File: config.mk
export PLATFORM = sky130hd
export DESIGN_NAME = dot_product_engine
export DESIGN_NICKNAME = d
export VERILOG_FILES = /design/src/rtl/dot_product_engine.sv
export SDC_FILE = /design/constraint.sdc
export NUM_CORES = 2
export LEC_CHECK = 0
export ABC_CLOCK_PERIOD_IN_PS = 8300
export CAP_MARGIN = 10
export CORE_MARGIN = 8
export CORE_UTILIZATION = 38
export DETAILED_ROUTE_END_ITERATION = 8
export GPL_TIMING_DRIVEN = 0
export HOLD_SLACK_MARGIN = 0.02
export REMOVE_ABC_BUFFERS = 1
export SLEW_MARGIN = 20
export SYNTH_ARGS = -nofsm -noshare
export SYNTH_HDL_FRONTEND = slang
export SYNTH_SLANG_ARGS = --single-unit
File: constraint.sdc
create_clock -name clk -period 8.3 [get_ports clk]
set_input_delay 1.66 -clock clk [delete_from_list [all_inputs] [get_ports clk]]
set_output_delay 1.66 -clock clk [all_outputs]
set_load 0.1 [all_outputs]
File: src/rtl/dot_product_engine.sv
// Streaming fixed-point dot-product engine: LANES pixel/weight pairs per beat,
// product/reduce/accumulate pipeline onto a bias with signed saturation.
module dot_product_engine #(
    parameter int  PIXEL_SIZE  = 10,
    parameter int  WEIGHT_SIZE = 19,
    parameter int  ACC_SIZE    = 26,
    parameter int  LANES       = 4,
    parameter int  MAX_LEN     = 784,
    parameter int  PROD_SHIFT  = 3,
    localparam int LEN_W       = $clog2(MAX_LEN + 1)
) (
    input  logic                         clk,
    input  logic                         GlobalReset,
    input  logic                         start,
    input  logic [LEN_W-1:0]             vec_len,
    input  logic signed [ACC_SIZE-1:0]   bias,
    input  logic                         in_valid,
    output logic                         in_ready,
    input  logic [LANES*PIXEL_SIZE-1:0]  pixel_in,
    input  logic [LANES*WEIGHT_SIZE-1:0] weight_in,
    output logic                         out_valid,
    input  logic                         out_ready,
    output logic signed [ACC_SIZE-1:0]   result,
    output logic                         sat_flag,
    output logic                         busy
);
    localparam int LOG_LANES = $clog2(LANES);
    localparam int PROD_W    = WEIGHT_SIZE + PIXEL_SIZE + 1;
    localparam int SUM_W     = PROD_W + LOG_LANES;
    localparam int EXT_W     = ((SUM_W > ACC_SIZE) ? SUM_W : ACC_SIZE) + 1;
    localparam logic signed [EXT_W-1:0] ACC_MAX_EXT =
        {{(EXT_W-ACC_SIZE+1){1'b0}}, {(ACC_SIZE-1){1'b1}}};
    localparam logic signed [EXT_W-1:0] ACC_MIN_EXT =
        {{(EXT_W-ACC_SIZE+1){1'b1}}, {(ACC_SIZE-1){1'b0}}};

    typedef enum logic [1:0] {IDLE, RUN, DRAIN, DONE} state_t;

    state_t                     state_reg, state_next;
    logic [LEN_W-1:0]           beats_left_reg;
    logic [LEN_W-1:0]           tail_reg;
    logic                       in_vld_reg, in_last_reg;
    logic                       s1_vld_reg, s1_last_reg;
    logic                       s2_vld_reg, s2_last_reg;
    logic signed [SUM_W-1:0]    sum_reg;
    logic signed [ACC_SIZE-1:0] acc_reg;
    logic                       sat_reg;

    logic [LEN_W-1:0]           len_clamped, beats_start, tail_start;
    logic [LEN_W:0]             round_up;
    logic                       accept, last_beat;
    logic signed [PROD_W-1:0]   prod_lane [LANES];
    logic signed [SUM_W-1:0]    lane_sum;
    logic signed [EXT_W-1:0]    acc_ext, sum_ext, total;
    logic signed [ACC_SIZE-1:0] acc_sat;
    logic                       sat_hit;

    // Beat count and number of live lanes in the final beat, fixed at start.
    always_comb begin
        len_clamped = (vec_len > LEN_W'(MAX_LEN)) ? LEN_W'(MAX_LEN) : vec_len;
        round_up    = {1'b0, len_clamped} + (LEN_W+1)'(LANES - 1);
        beats_start = LEN_W'(round_up >> LOG_LANES);
        tail_start  = len_clamped - ((beats_start - LEN_W'(1)) << LOG_LANES);
    end

    assign accept    = (state_reg == RUN) && in_valid;
    assign last_beat = (beats_left_reg == LEN_W'(1));

    genvar gi;
    generate
        for (gi = 0; gi < LANES; gi++) begin : g_lane
            logic [PIXEL_SIZE-1:0]          pix_reg;
            logic signed [WEIGHT_SIZE-1:0]  wgt_reg;
            logic signed [PROD_W-1:0]       prod_reg;
            logic signed [PROD_W-1:0]       prod_full;
            logic                           lane_en;

            // Lanes beyond the vector end are zeroed at capture so they add nothing.
            assign lane_en   = !last_beat || (LEN_W'(gi) < tail_reg);
            assign prod_full = PROD_W'(wgt_reg) * PROD_W'($signed({1'b0, pix_reg}));

            always_ff @(posedge clk) begin
                if (GlobalReset) begin
                    pix_reg  <= '0;
                    wgt_reg  <= '0;
                    prod_reg <= '0;
                end else begin
                    if (accept) begin
                        pix_reg <= lane_en ? pixel_in[gi*PIXEL_SIZE +: PIXEL_SIZE] : '0;
                        wgt_reg <= lane_en ? weight_in[gi*WEIGHT_SIZE +: WEIGHT_SIZE] : '0;
                    end
                    if (in_vld_reg) begin
                        prod_reg <= prod_full >>> PROD_SHIFT;
                    end
                end
            end

            assign prod_lane[gi] = prod_reg;
        end
    endgenerate

    always_comb begin
        lane_sum = '0;
        for (int i = 0; i < LANES; i++) begin
            lane_sum = lane_sum + SUM_W'(prod_lane[i]);
        end
    end

    always_comb begin
        acc_ext = EXT_W'(acc_reg);
        sum_ext = EXT_W'(sum_reg);
        total   = acc_ext + sum_ext;
        sat_hit = 1'b0;
        acc_sat = ACC_SIZE'(total);
        if (total > ACC_MAX_EXT) begin
            acc_sat = ACC_SIZE'(ACC_MAX_EXT);
            sat_hit = 1'b1;
        end else if (total < ACC_MIN_EXT) begin
            acc_sat = ACC_SIZE'(ACC_MIN_EXT);
            sat_hit = 1'b1;
        end
    end

    always_comb begin
        state_next = state_reg;
        case (state_reg)
            IDLE:    if (start) state_next = (len_clamped == '0) ? DONE : RUN;
            RUN:     if (accept && last_beat) state_next = DRAIN;
            DRAIN:   if (s2_vld_reg && s2_last_reg) state_next = DONE;
            DONE:    if (out_ready) state_next = IDLE;
            default: state_next = IDLE;
        endcase
    end

    always_ff @(posedge clk) begin
        if (GlobalReset) begin
            state_reg      <= IDLE;
            beats_left_reg <= '0;
            tail_reg       <= '0;
            in_vld_reg     <= 1'b0;
            in_last_reg    <= 1'b0;
            s1_vld_reg     <= 1'b0;
            s1_last_reg    <= 1'b0;
            s2_vld_reg     <= 1'b0;
            s2_last_reg    <= 1'b0;
            sum_reg        <= '0;
            acc_reg        <= '0;
            sat_reg        <= 1'b0;
        end else begin
            state_reg   <= state_next;
            in_vld_reg  <= accept;
            in_last_reg <= accept && last_beat;
            s1_vld_reg  <= in_vld_reg;
            s1_last_reg <= in_last_reg;
            s2_vld_reg  <= s1_vld_reg;
            s2_last_reg <= s1_last_reg;
            if (s1_vld_reg) begin
                sum_reg <= lane_sum;
            end
            if (state_reg == IDLE && start) begin
                beats_left_reg <= beats_start;
                tail_reg       <= tail_start;
                acc_reg        <= bias;
                sat_reg        <= 1'b0;
            end else begin
                if (accept) begin
                    beats_left_reg <= beats_left_reg - LEN_W'(1);
                end
                if (s2_vld_reg) begin
                    acc_reg <= acc_sat;
                    if (sat_hit) sat_reg <= 1'b1;
                end
            end
        end
    end

    assign in_ready  = (state_reg == RUN);
    assign out_valid = (state_reg == DONE);
    assign busy      = (state_reg != IDLE);
    assign result    = acc_reg;
    assign sat_flag  = sat_reg;

endmodule

==> flow_metrics.py <==
metrics = {
    "timing": {
        "worst_pin_slew_ns": 1.11,
        "hold_slack_ns": 0.437,
        "period_share": 0.817,
        "timing.final.crit_period_ns": 6.78,
        "achievable-frequency_mhz": 148,
        "hold_viol_final": 0,
        "setup_viol": 0,
        "rsz0062_at_grt": "no",
        "slew_headroom": 0.258,
        "fin_skew_ns": 0.0267,
        "timing.final.ws_setup_ns": 1.52,
        "slew_violations": 0,
    },
    "critical_path": {
        "r2r_slack_ns": 1.52,
        "rr_worst_depth": 19,
        "crit_cells": 19,
        "timing.critical_path.buf_inv": 3,
        "slowest_delay_ns": 0.84,
        "cp.required_ns": 8.79,
        "critical_path.cell_chain": "nand2_1 -> fa_1 -> inv_1 -> fa_1 -> fa_1 -> fa_1 -> inv_1 -> fa_1 -> inv_1 -> ha_1 -> and3_1 -> and3_1 -> a221o_1 -> a311oi_1 -> a21boi_0 -> o31a_1 -> o21a_1 -> or3_1 -> a31o_2",
        "cp_top_family": "adder cells",
        "startpoint_type": "flop",
        "worst-endpoint-arrival_ns": 7.27,
        "critPathKind": "flop to flop",
        "worst_setup_path_end_kind": "flop",
        "cp_common_cell": "fa_1",
        "path_max_fanout": 20,
        "cp_slowest_cell": "dfxtp_1",
    },
    "cts": {
        "clk_latency_ns": 0.61,
        "cts_resized": 0,
        "clk_pin_slew_ns": 0.06,
        "cts_buffer_depth": 3,
        "numClockSinks": 309,
        "cts_setup_buffers": 0,
        "htree_levels": 2,
        "cts_tree": "built",
        "cts-root-buf": "clkbuf_16",
        "numCtsBuffers": 43,
        "hold_buffers": 0,
    },
    "yosys": {
        "postSynthAreaPerCell_sq_um": 8.68,
        "synth_seq_cells": 309,
        "syn_area_sq_um": 43600,
        "synthCells": 5023,
        "synth_top_family_by_area": "adder cells",
        "synth_compound_area_frac": 0.110,
        "synth_edf_count": 0,
        "async_flop_share": 0,
        "synth_top_area_frac": 0.337,
        "yosysWarnings": 0,
        "yosysSeqAreaShare": 0.142,
        "yosysTopAreaCell": "fa_1",
        "synth_xor_xnor_area_share": 0.0295,
        "synth-main-ff-cell": "dfxtp_1",
        "synth_mux_area_frac": 0.0150,
        "synth.distinct_cells": 83,
        "yosys-top-cells-area": "fa_1 (34%), dfxtp_1 (14%), ha_1 (9.6%)",
        "synth.cells.most_frequent": "inv_1 (895), fa_1 (733), nand2_1 (613)",
        "synthAdderAreaFrac": 0.433,
        "yosys.cell_count.top_type": "inv_1",
        "synth_simple_gate_area_frac": 0.170,
    },
    "routing": {
        "dr.pass1.iters": 7,
        "ant_nets": 0,
        "wl_per_cell_um": 16.5,
        "vias_per_cell": 5.01,
        "drtIter0Drc": 1685,
        "wirelength_mm": 108,
        "dr_total_vias": 32832,
        "route.detailed.drc": 0,
    },
    "grt": {
        "grt_antenna_before_repair": 0,
        "overflow": 0,
        "grt_pass1_wl_mm": 181,
        "grt_max_degree": 91,
        "grt_pass1_vias": 34249,
        "grtUsageTotal": 0.174,
    },
    "floorplanning": {
        "io_pins": 187,
        "dieArea_sq_um": 126000,
        "row_count": 124,
        "initial_core_util": 0.382,
        "dieWidth_um": 355,
        "core_sq_um": 114000,
        "die_h_um": 355,
    },
    "pwr": {
        "p_per_area_nw_per_um2": 120,
        "leakagePower_nw": 23.3,
        "total_power_mw": 5.79,
        "ir_drop_mv": 0.134,
    },
    "cells_and_area": {
        "largest_reg_flops": 108,
        "nFillCells": 11348,
        "layout-drive-gt1-share": 0.0266,
        "antenna_cells": 0,
        "syn_to_final_growth_pct": 10.5,
        "fin_nets": 6228,
        "finalNonFillerCells": 6550,
    },
    "worst_hold_path": {
        "worstHoldPathType": "flop to flop",
        "min_path_cells": 1,
    },
    "place": {
        "pre_cts_ws_ns": 1.53,
        "place_congestion": 0.848,
        "numPortBuffers": 186,
        "place_hpwl_mm": 86.7,
        "dp.cells": 6470,
    },
    "run_status": {
        "status": "complete, no violations",
    },
    "run": {
        "cap_violations": 0,
    },
}
==> power by group <==
part	switching (mW)	internal (mW)	total, mW
logic	1.06	0.651	1.71
registers	0.429	1.63	2.06
clock network	0.790	1.23	2.02
total	2.28	3.52	5.79
==> metal layers <==
layer / vias up / share of wire / GRT usage
met3: 95 / 0.039 / 0.0221
met2: 522 / 0.48 / 0.299
met4: 0 / 0.014 / 0.0287
met1: 16438 / 0.47 / 0.237
li1: 15777 / - / -
met5: - / 0 / 0
==> cells in the final DEF (no fill, tap or decap), types with 28 or more instances in the layout <==
master / instances
clkbuf_16: 43
xnor2_1: 101
fa_1: 733
a22oi_1: 92
o21ai_0: 108
and3_1: 28
nor3_1: 60
nor2_1: 319
a21o_1: 61
inv_1: 893
xor2_1: 46
ha_1: 334
dfxtp_1: 307
a21oi_1: 179
and2_1: 332
nand3_1: 68
clkdlybuf4s50_1: 184
nand2_1: 611
o21a_1: 47
a211oi_1: 49
nor2b_1: 33
mux2i_1: 64
==> cell type report <==
cell class | count | area [sq um] | area share
Multi-Input combinational cell | 3556 | 33000 | 0.686
Sequential cell | 309 | 6190 | 0.129
Inverter | 895 | 3360 | 0.0698
Timing Repair Buffer | 199 | 2150 | 0.0446
Tap cell | 1512 | 1890 | 0.0393
Clock buffer | 56 | 1180 | 0.0246
Clock inverter | 23 | 333 | 0.00691
==> metrics by stage <==
stage | setup TNS, ns | area, sq um | utilization
6_report | 0 | 48100 | 0.422
5_1_grt | 0 | 48100 | 0.422
4_1_cts | 0 | 48100 | 0.422
3_5_place_dp | 0 | 46600 | 0.409
3_3_place_gp | -1030.11 | 46300 | 0.406
2_1_floorplan | 0 | 42500 | -
==> path summary, 6_finish.rpt <==
path	endpoint	start
max	g_lane[3].prod_reg[24]	g_lane[3].pix_reg[2]
min	s1_last_reg	in_last_reg
max reg2reg	g_lane[3].prod_reg[24]	g_lane[3].pix_reg[2]
min reg2reg	s1_last_reg	in_last_reg
==> cell families (layout without fill, tap and decap cells) <==
logic type | count (synthesis) | count (layout)
AO/OA/AOI/OAI | 707 | 707
flip-flops | 309 | 309
buffers and inverters | 1158 | 1173
adder cells (fa/ha/maj) | 1067 | 1067
multiplexers | 65 | 65
XOR/XNOR | 147 | 147
AND/OR/NAND/NOR | 1570 | 1570
Note: power is estimated with default switching activity, not from simulation.
